### config.mk
export PLATFORM = sky130hd
export DESIGN_NAME = tt_um_serial_subtractor
export DESIGN_NICKNAME = d
export VERILOG_FILES = /design/src/rtl/tt_um_serial_subtractor.sv
export SDC_FILE = /design/constraint.sdc
export NUM_CORES = 1
export LEC_CHECK = 0
export ABC_AREA = 1
export CAP_MARGIN = 10
export CELL_PAD_IN_SITES_DETAIL_PLACEMENT = 0
export CELL_PAD_IN_SITES_GLOBAL_PLACEMENT = 1
export CORE_MARGIN = 3
export CORE_UTILIZATION = 35
export DETAILED_ROUTE_END_ITERATION = 8
export GPL_TIMING_DRIVEN = 0
export PLACE_DENSITY_LB_ADDON = 0.1
export SYNTH_ARGS = -nofsm -noshare
export SYNTH_HDL_FRONTEND = slang
export SYNTH_SLANG_ARGS = --single-unit
### constraint.sdc
create_clock -name clk -period 1.65 [get_ports clk]
set_clock_uncertainty 0.15 [all_clocks]
set_input_delay 0.165 -clock clk [delete_from_list [all_inputs] [get_ports clk]]
set_output_delay 0.165 -clock clk [all_outputs]
set_load 0.03 [all_outputs]
### src/rtl/tt_um_serial_subtractor.sv
// Bit-serial WIDTH-bit subtractor (A - B), LSB first, one bit per enabled clock, on the TinyTapeout pin set.
// Optional two's-complement overflow flag on uio_out[4] when SUB_SIGNED_OVF_EN is defined.
module tt_um_serial_subtractor #(
  parameter int WIDTH = 8
) (
  input  logic [7:0] ui_in,
  output logic [7:0] uo_out,
  input  logic [7:0] uio_in,
  output logic [7:0] uio_out,
  output logic [7:0] uio_oe,
  input  logic       ena,
  input  logic       clk,
  input  logic       rst_n
);

  typedef enum logic [1:0] {IDLE, SHIFT, DONE} state_t;

  state_t           state_q, state_d;
  logic [WIDTH-1:0] a_q, a_d, b_q, b_d;
  logic [WIDTH-1:0] wa_q, wa_d, wb_q, wb_d;
  logic [WIDTH-1:0] sr_q, sr_d, res_q, res_d;
  logic             bw_q, bw_d, borrow_q, borrow_d, zero_q, zero_d;
  logic [3:0]       cnt_q, cnt_d;
  logic             ovf_q, ovf_d;

  logic             load_a, load_b, start;
  logic             diff_bit, bw_next;
  logic [WIDTH-1:0] sr_next;

  // Full-subtractor cell: returns {borrow_out, difference}.
  function automatic logic [1:0] sub_bit(input logic a, input logic b, input logic bin);
    sub_bit = {(~a & b) | (~(a ^ b) & bin), a ^ b ^ bin};
  endfunction

  assign load_a = uio_in[7];
  assign load_b = uio_in[6];
  assign start  = uio_in[5];

  always_comb begin
    {bw_next, diff_bit} = sub_bit(wa_q[0], wb_q[0], bw_q);
    sr_next             = sr_q >> 1;
    sr_next[WIDTH-1]    = diff_bit;
  end

  always_comb begin
    state_d  = state_q;
    a_d      = a_q;
    b_d      = b_q;
    wa_d     = wa_q;
    wb_d     = wb_q;
    sr_d     = sr_q;
    res_d    = res_q;
    bw_d     = bw_q;
    borrow_d = borrow_q;
    zero_d   = zero_q;
    cnt_d    = cnt_q;
    ovf_d    = ovf_q;
    if (ena) begin
      case (state_q)
        IDLE, DONE: begin
          // A load strobe always takes priority over start in the same cycle.
          if (load_a || load_b) begin
            if (load_a) a_d = ui_in[WIDTH-1:0];
            if (load_b) b_d = ui_in[WIDTH-1:0];
            state_d = IDLE;
          end else if (start) begin
            wa_d    = a_q;
            wb_d    = b_q;
            sr_d    = '0;
            bw_d    = 1'b0;
            cnt_d   = '0;
            state_d = SHIFT;
          end
        end
        SHIFT: begin
          wa_d  = wa_q >> 1;
          wb_d  = wb_q >> 1;
          bw_d  = bw_next;
          sr_d  = sr_next;
          cnt_d = cnt_q + 4'd1;
          if (cnt_q == 4'(WIDTH - 1)) begin
            res_d    = sr_next;
            borrow_d = bw_next;
            zero_d   = (sr_next == '0);
`ifdef SUB_SIGNED_OVF_EN
            ovf_d    = (a_q[WIDTH-1] != b_q[WIDTH-1]) && (sr_next[WIDTH-1] != a_q[WIDTH-1]);
`else
            ovf_d    = 1'b0;
`endif
            state_d  = DONE;
          end
        end
        default: state_d = IDLE;
      endcase
    end
  end

  always_ff @(posedge clk) begin
    if (!rst_n) begin
      state_q  <= IDLE;
      a_q      <= '0;
      b_q      <= '0;
      wa_q     <= '0;
      wb_q     <= '0;
      sr_q     <= '0;
      res_q    <= '0;
      bw_q     <= 1'b0;
      borrow_q <= 1'b0;
      zero_q   <= 1'b0;
      cnt_q    <= '0;
      ovf_q    <= 1'b0;
    end else begin
      state_q  <= state_d;
      a_q      <= a_d;
      b_q      <= b_d;
      wa_q     <= wa_d;
      wb_q     <= wb_d;
      sr_q     <= sr_d;
      res_q    <= res_d;
      bw_q     <= bw_d;
      borrow_q <= borrow_d;
      zero_q   <= zero_d;
      cnt_q    <= cnt_d;
      ovf_q    <= ovf_d;
    end
  end

  always_comb begin
    uo_out             = '0;
    uo_out[WIDTH-1:0]  = res_q;
  end

`ifdef SUB_SIGNED_OVF_EN
  assign uio_out = {3'b000, ovf_q, zero_q, borrow_q, state_q == DONE, state_q == SHIFT};
  assign uio_oe  = 8'h1F;
`else
  assign uio_out = {3'b000, 1'b0, zero_q, borrow_q, state_q == DONE, state_q == SHIFT};
  assign uio_oe  = 8'h0F;
  wire unused_ovf = ovf_q;
`endif

  wire unused_pins = &{1'b0, uio_in[4:0], ui_in};

endmodule

; Word level (Yosys, flattened, before mapping)
; Index checks and enable logic that the tools add are counted.
[totals]
reg_bits = 57
wordCells = 55
in_bits = 19
[op_classes]
mux = 19
eq_ne = 7
add_sub_neg = 1
n_bitwise = 7
n_reduce_logical = 10
[ops]
columns = op, count
row1 = $mux W8, 6
row2 = $pmux W8 S2, 3
row3 = $reduce_and A4 Y1, 3
row4 = $logic_not A8 Y1, 1
row5 = $mux W4, 2
row6 = $pmux W4 S2, 1
row7 = $mux W2, 3
row8 = $reduce_and A3 Y1, 2
row9 = $add A4 B1 Y4 const B, 1
row10 = $eq A4 B3 Y1 const B, 1
row11 = $ne A2 B2 Y1 const B, 2
row12 = $pmux W2 S2, 1
row13 = $ne A3 B3 Y1 const B, 1
row14 = $and A1 B1 Y1, 2
row15 = $eq A2 B1 Y1 const B, 1
row16 = $eq A2 B2 Y1 const B, 1
row17 = $logic_not A2 Y1, 1
row18 = $mux W1, 2
row19 = $ne A2 B1 Y1 const B, 1
row20 = $not A1 Y1, 2
row21 = $pmux W1 S2, 1
row22 = $reduce_bool A2 Y1, 1
row23 = $reduce_or A2 Y1, 1
row24 = $xor A1 B1 Y1, 2
row25 = other kinds (2), 2

; Depth between registers and ports, before layout
[logic_depth]
depth_word = 5
mapped_depth = 9
ltp_nobuf = 8

; Worst setup path after synthesis
; No wires, ideal clock.
[synth_timing]
kind = register to register
from = register wb_q[0]
to = register zero_q
n_path_buf = 0
arrival_ns = 1.203
required_ns = 1.436
path_slack_ns = 0.233
stages_incl_launch_ff = 7
path_cell_list = dfxtp_1 inv_1 fa_1 nor2_1 nand4_1 and2_1 nor2_1
[synth_via]
elab_chain_len = 3
[synth_rtl]
columns = element, line_no
row1 = from (decl), 20  ; logic [WIDTH-1:0] wa_q, wa_d, wb_q, wb_d;
row2 = from (signal assigned), 117  ; wb_q <= wb_d;
row3 = $xor A1 B1 Y1 (2 in a row), 32  ; sub_bit = {(~a & b) | (~(a ^ b) & bin), a ^ b ^ bin};
row4 = via diff_bit, 27  ; logic diff_bit, bw_next;
row5 = $logic_not A8 Y1, 84  ; zero_d = (sr_next == '0);
row6 = to (signal assigned), 122  ; zero_q <= zero_d;
row7 = to (decl), 22  ; logic bw_q, bw_d, borrow_q, borrow_d, zero_q, zero_d;
; The timed path passes the listed nets, and every way through them passes these cells.
; A chain may end at the register's enable or synchronous reset.

; Worst setup path in the final report
[layout_timing]
from = register res_q[3], in the netlist uo_out[3]
to = output uo_out[3]
[layout_rtl]
columns = element, line_no
row1 = from (decl), 21  ; logic [WIDTH-1:0] sr_q, sr_d, res_q, res_d;
row2 = from (signal assigned), 119  ; res_q <= res_d;
row3 = to (decl), 7  ; output logic [7:0] uo_out,
; No word-level cell between the ends.

==> metrics <==
status=finished, final reports clean; footprint of the multi-input gates=1050 µm²; CP max stage delay=670 ps; Clock Sinks=56; crit-path cells=clkdlybuf4s50_1; buffer and inverter count on the worst path=1; sw frac=25.5%; Leakage=1.39 nW; first-pass GRT wire length=9.46 mm; ratio of final minimum period to clock period=97.9%; total power=2.42 mW; initial core utilization=36.4%; total iterations of the first detailed-routing run=4; Worst Slack Setup Final=35.1 ps; Critical R2R Launch=bw_q$_SDFFE_PN0P_; via/cell ratio=approximately 4.3; Max-Slew Margin vs Limit=61.1%; R2R depth=6; DP Worst Slack=-275 ps; Worst Hold Margin=301 ps; Post-DP HPWL=4.08 mm; commonest non-fill, non-tap cell in the layout=nand2_1; 1st-iter DRT viols=79; crit path launch type=register; reg2reg setup slack=110 ps; DRC=0; largest net degree at the start of global routing=16; CTS tree=done; Critical R2R Capture=zero_q$_SDFFE_PN0P_; GR Overflow Total=0; Gate Count Post-Synth=346; CP Max Fanout=2; Tmin final=1610 ps; VDD IR max=0.000400 V; Hold Vio Cnt, Final=0; row count=30; I/O Buffers=25; root buffer cell=clkbuf_8; hold endpoint=a_q[3]$_SDFFE_PN0P_; NumNets Final=roughly 400; type of the worst min-delay path=register to register; Gate power share=12.2%; Reg area=1130 µm²; Synth warnings=0; Power Dens Cells=~800 nW/µm²; die height=between 90 and 100 µm; number of fill cells=approximately 770; clock share of power=29.3%; CP Capture Type=output pin; antenna cell count=0; wire per inst=11.5 µm; cts bufs inserted=5; Slew Limit Fails=0; Seq/Total Area, Yosys=a little under half; crit-path leading delay family=buffers and inverters; Total GRT Usage=around 14%; H-tree depth=2; Crit-path slowest cell=clkdlybuf4s50_1; cell internal pwr=1.80 mW; Worst-path clk slew=90 ps; core area=6830 µm²; RePlAce Congestion=~0.72; Net Sw Power=618 µW; DR vias=2088; Yosys reg bits=56; syn avg cell area=around 7.2 µm²; final core utilization=44.0%; Max Clk Rate=a little over 600 MHz; critical path class=register to output pin; Max Cap Viol=0; number of global-route vias before repair=approximately 2.0k; Req. time, crit path=between 1000 and 1500 ps; Syn-to-layout area delta=20.9%; Worst Hold Depth=2; Netlist Area Pre-Place=2480 µm²; Die Footprint=a little over 8000 µm²; clk buf depth=2; commonest non-fill, non-tap cells in the layout=69 x nand2_1, 52 x nor2_1, 52 x dfxtp_1, 38 x o21ai_0, 35 x a21oi_1; hold_sp=a_q[3]$_SDFFE_PN0P_; post-route ant nets=0; CP Data Arrival Time=1300 ps; total wire length=5.58 mm; die width=90.2 µm; setup violators final=0; share of layout cells above drive strength 1=12.9%; Yosys cell types=25; RSZ-0062 raised after global routing=false; power share of the sequential group=58.5%; initial antenna violation count=0; Clock Latency Late Sink=300 ps; Least-Margin Pin Slew=584 ps; io pins=43
==> worst max path at each step <==
| stage | from | end | cells after the start |
|---|---|---|---|
| finish | uo_out[3]$_SDFFE_PN0P_ | uo_out[3] | 1 |
| global route | bw_q$_SDFFE_PN0P_ | zero_q$_SDFFE_PN0P_ | 6 |
| global placement | state_q[0]$_SDFFE_PN0P_ | uio_out[0] | 4 |
| floorplan | wb_q[0]$_SDFFE_PN0P_ | zero_q$_SDFFE_PN0P_ | 6 |
| CTS | uo_out[2]$_SDFFE_PN0P_ | uo_out[2] | 1 |
| detailed placement | state_q[0]$_SDFFE_PN0P_ | uio_out[0] | 4 |
==> routing by layer <==
metal  part of all wire (%)  track usage [%]  vias up
li1                       -                -     1141
met2                     47             23.5       33
met5                      0                0        -
met4                    1.0             3.95        0
met1                     49             18.9      910
met3                    3.3             2.93        4
==> logic make-up (layout without fill, tap and decap cells) <==
| logic type | Yosys count | in the layout | share of synthesized area [%] |
|---|---|---|---|
| AO/OA/AOI/OAI | 80 | 80 | 16.2 |
| adder cells (fa/ha/maj) | 2 | 2 | 1.31 |
| buffers and inverters | 68 | 101 | 14.1 |
| flip-flops | 56 | 56 | 45.1 |
| other | 2 | 12 | 0.302 |
| AND/OR/NAND/NOR | 138 | 138 | 22.9 |
==> what timing repair did <==
action | CTS | global route
resized for setup | 12 | 15
hold buffers | 0 | 0
setup buffers | 0 | 1
pin swaps | 0 | 5
endpoints found under the setup margin | 4 | 17
hold endpoints to repair | 0 | 0
==> power groups by stage <==
stage	Clock [mW]	Combinational [mW]	Sequential, mW
floorplan	0	0.211	1.44
global placement	0	0.295	1.45
detailed placement	0	0.295	1.45
CTS	0.745	0.297	1.42
global route	0.784	0.332	1.42
finish	0.709	0.295	1.41
==> cell usage after synthesis <==
cell type / instances / area (µm²)
nand2_4: 2 / 22.5
inv_1: 35 / 131
o21ai_0: 38 / 190
nand4_1: 2 / 12.5
buf_4: 15 / 113
inv_2: 4 / 15.0
fa_1: 1 / 20.0
ha_1: 1 / 12.5
buf_6: 4 / 45.0
nor2_1: 52 / 195
conb_1: 2 / 7.51
clkbuf_4: 1 / 7.51
dfxtp_1: 56 / 1120
and2_1: 1 / 6.26
nor2_4: 1 / 11.3
buf_2: 4 / 20.0
clkbuf_1: 5 / 18.8
o21ai_1: 6 / 30.0
nand3_1: 6 / 30.0
nand3b_1: 1 / 7.51
o21a_1: 1 / 7.51
nor2_2: 1 / 6.26
nand2_1: 69 / 259
a21oi_1: 35 / 175
nand2_2: 3 / 18.8
==> area by class of cell <==
| cell class | count | area share, % |
|---|---|---|
| clock inverter | 1 | 0.167 |
| timing repair buffer | 26 | 8.96 |
| multi-input combinational | 232 | 35.0 |
| sequential | 56 | 37.5 |
| clock buffer | 6 | 2.42 |
| tap | 96 | 4.00 |
| buffer | 29 | 7.04 |
| inverter | 39 | 4.96 |
==> registers in the layout (all words and copies together) (netlist names), 2 cells and up <==
signal and count:
a_q 8, b_q 8, cnt_q 4, sr_q 7, state_q 2, uo_out 8, wa_q 8, wb_q 8
==> stage by stage <==
step	std cells	area [µm²]	setup TNS (ps)
CTS	484	2970	0
finish	485	3000	0
floorplan	356	2520	0
global route	485	3000	0
global placement	477	2890	-2000
detailed placement	477	2890	-2430
No activity file was read; power rests on OpenSTA's default activity.
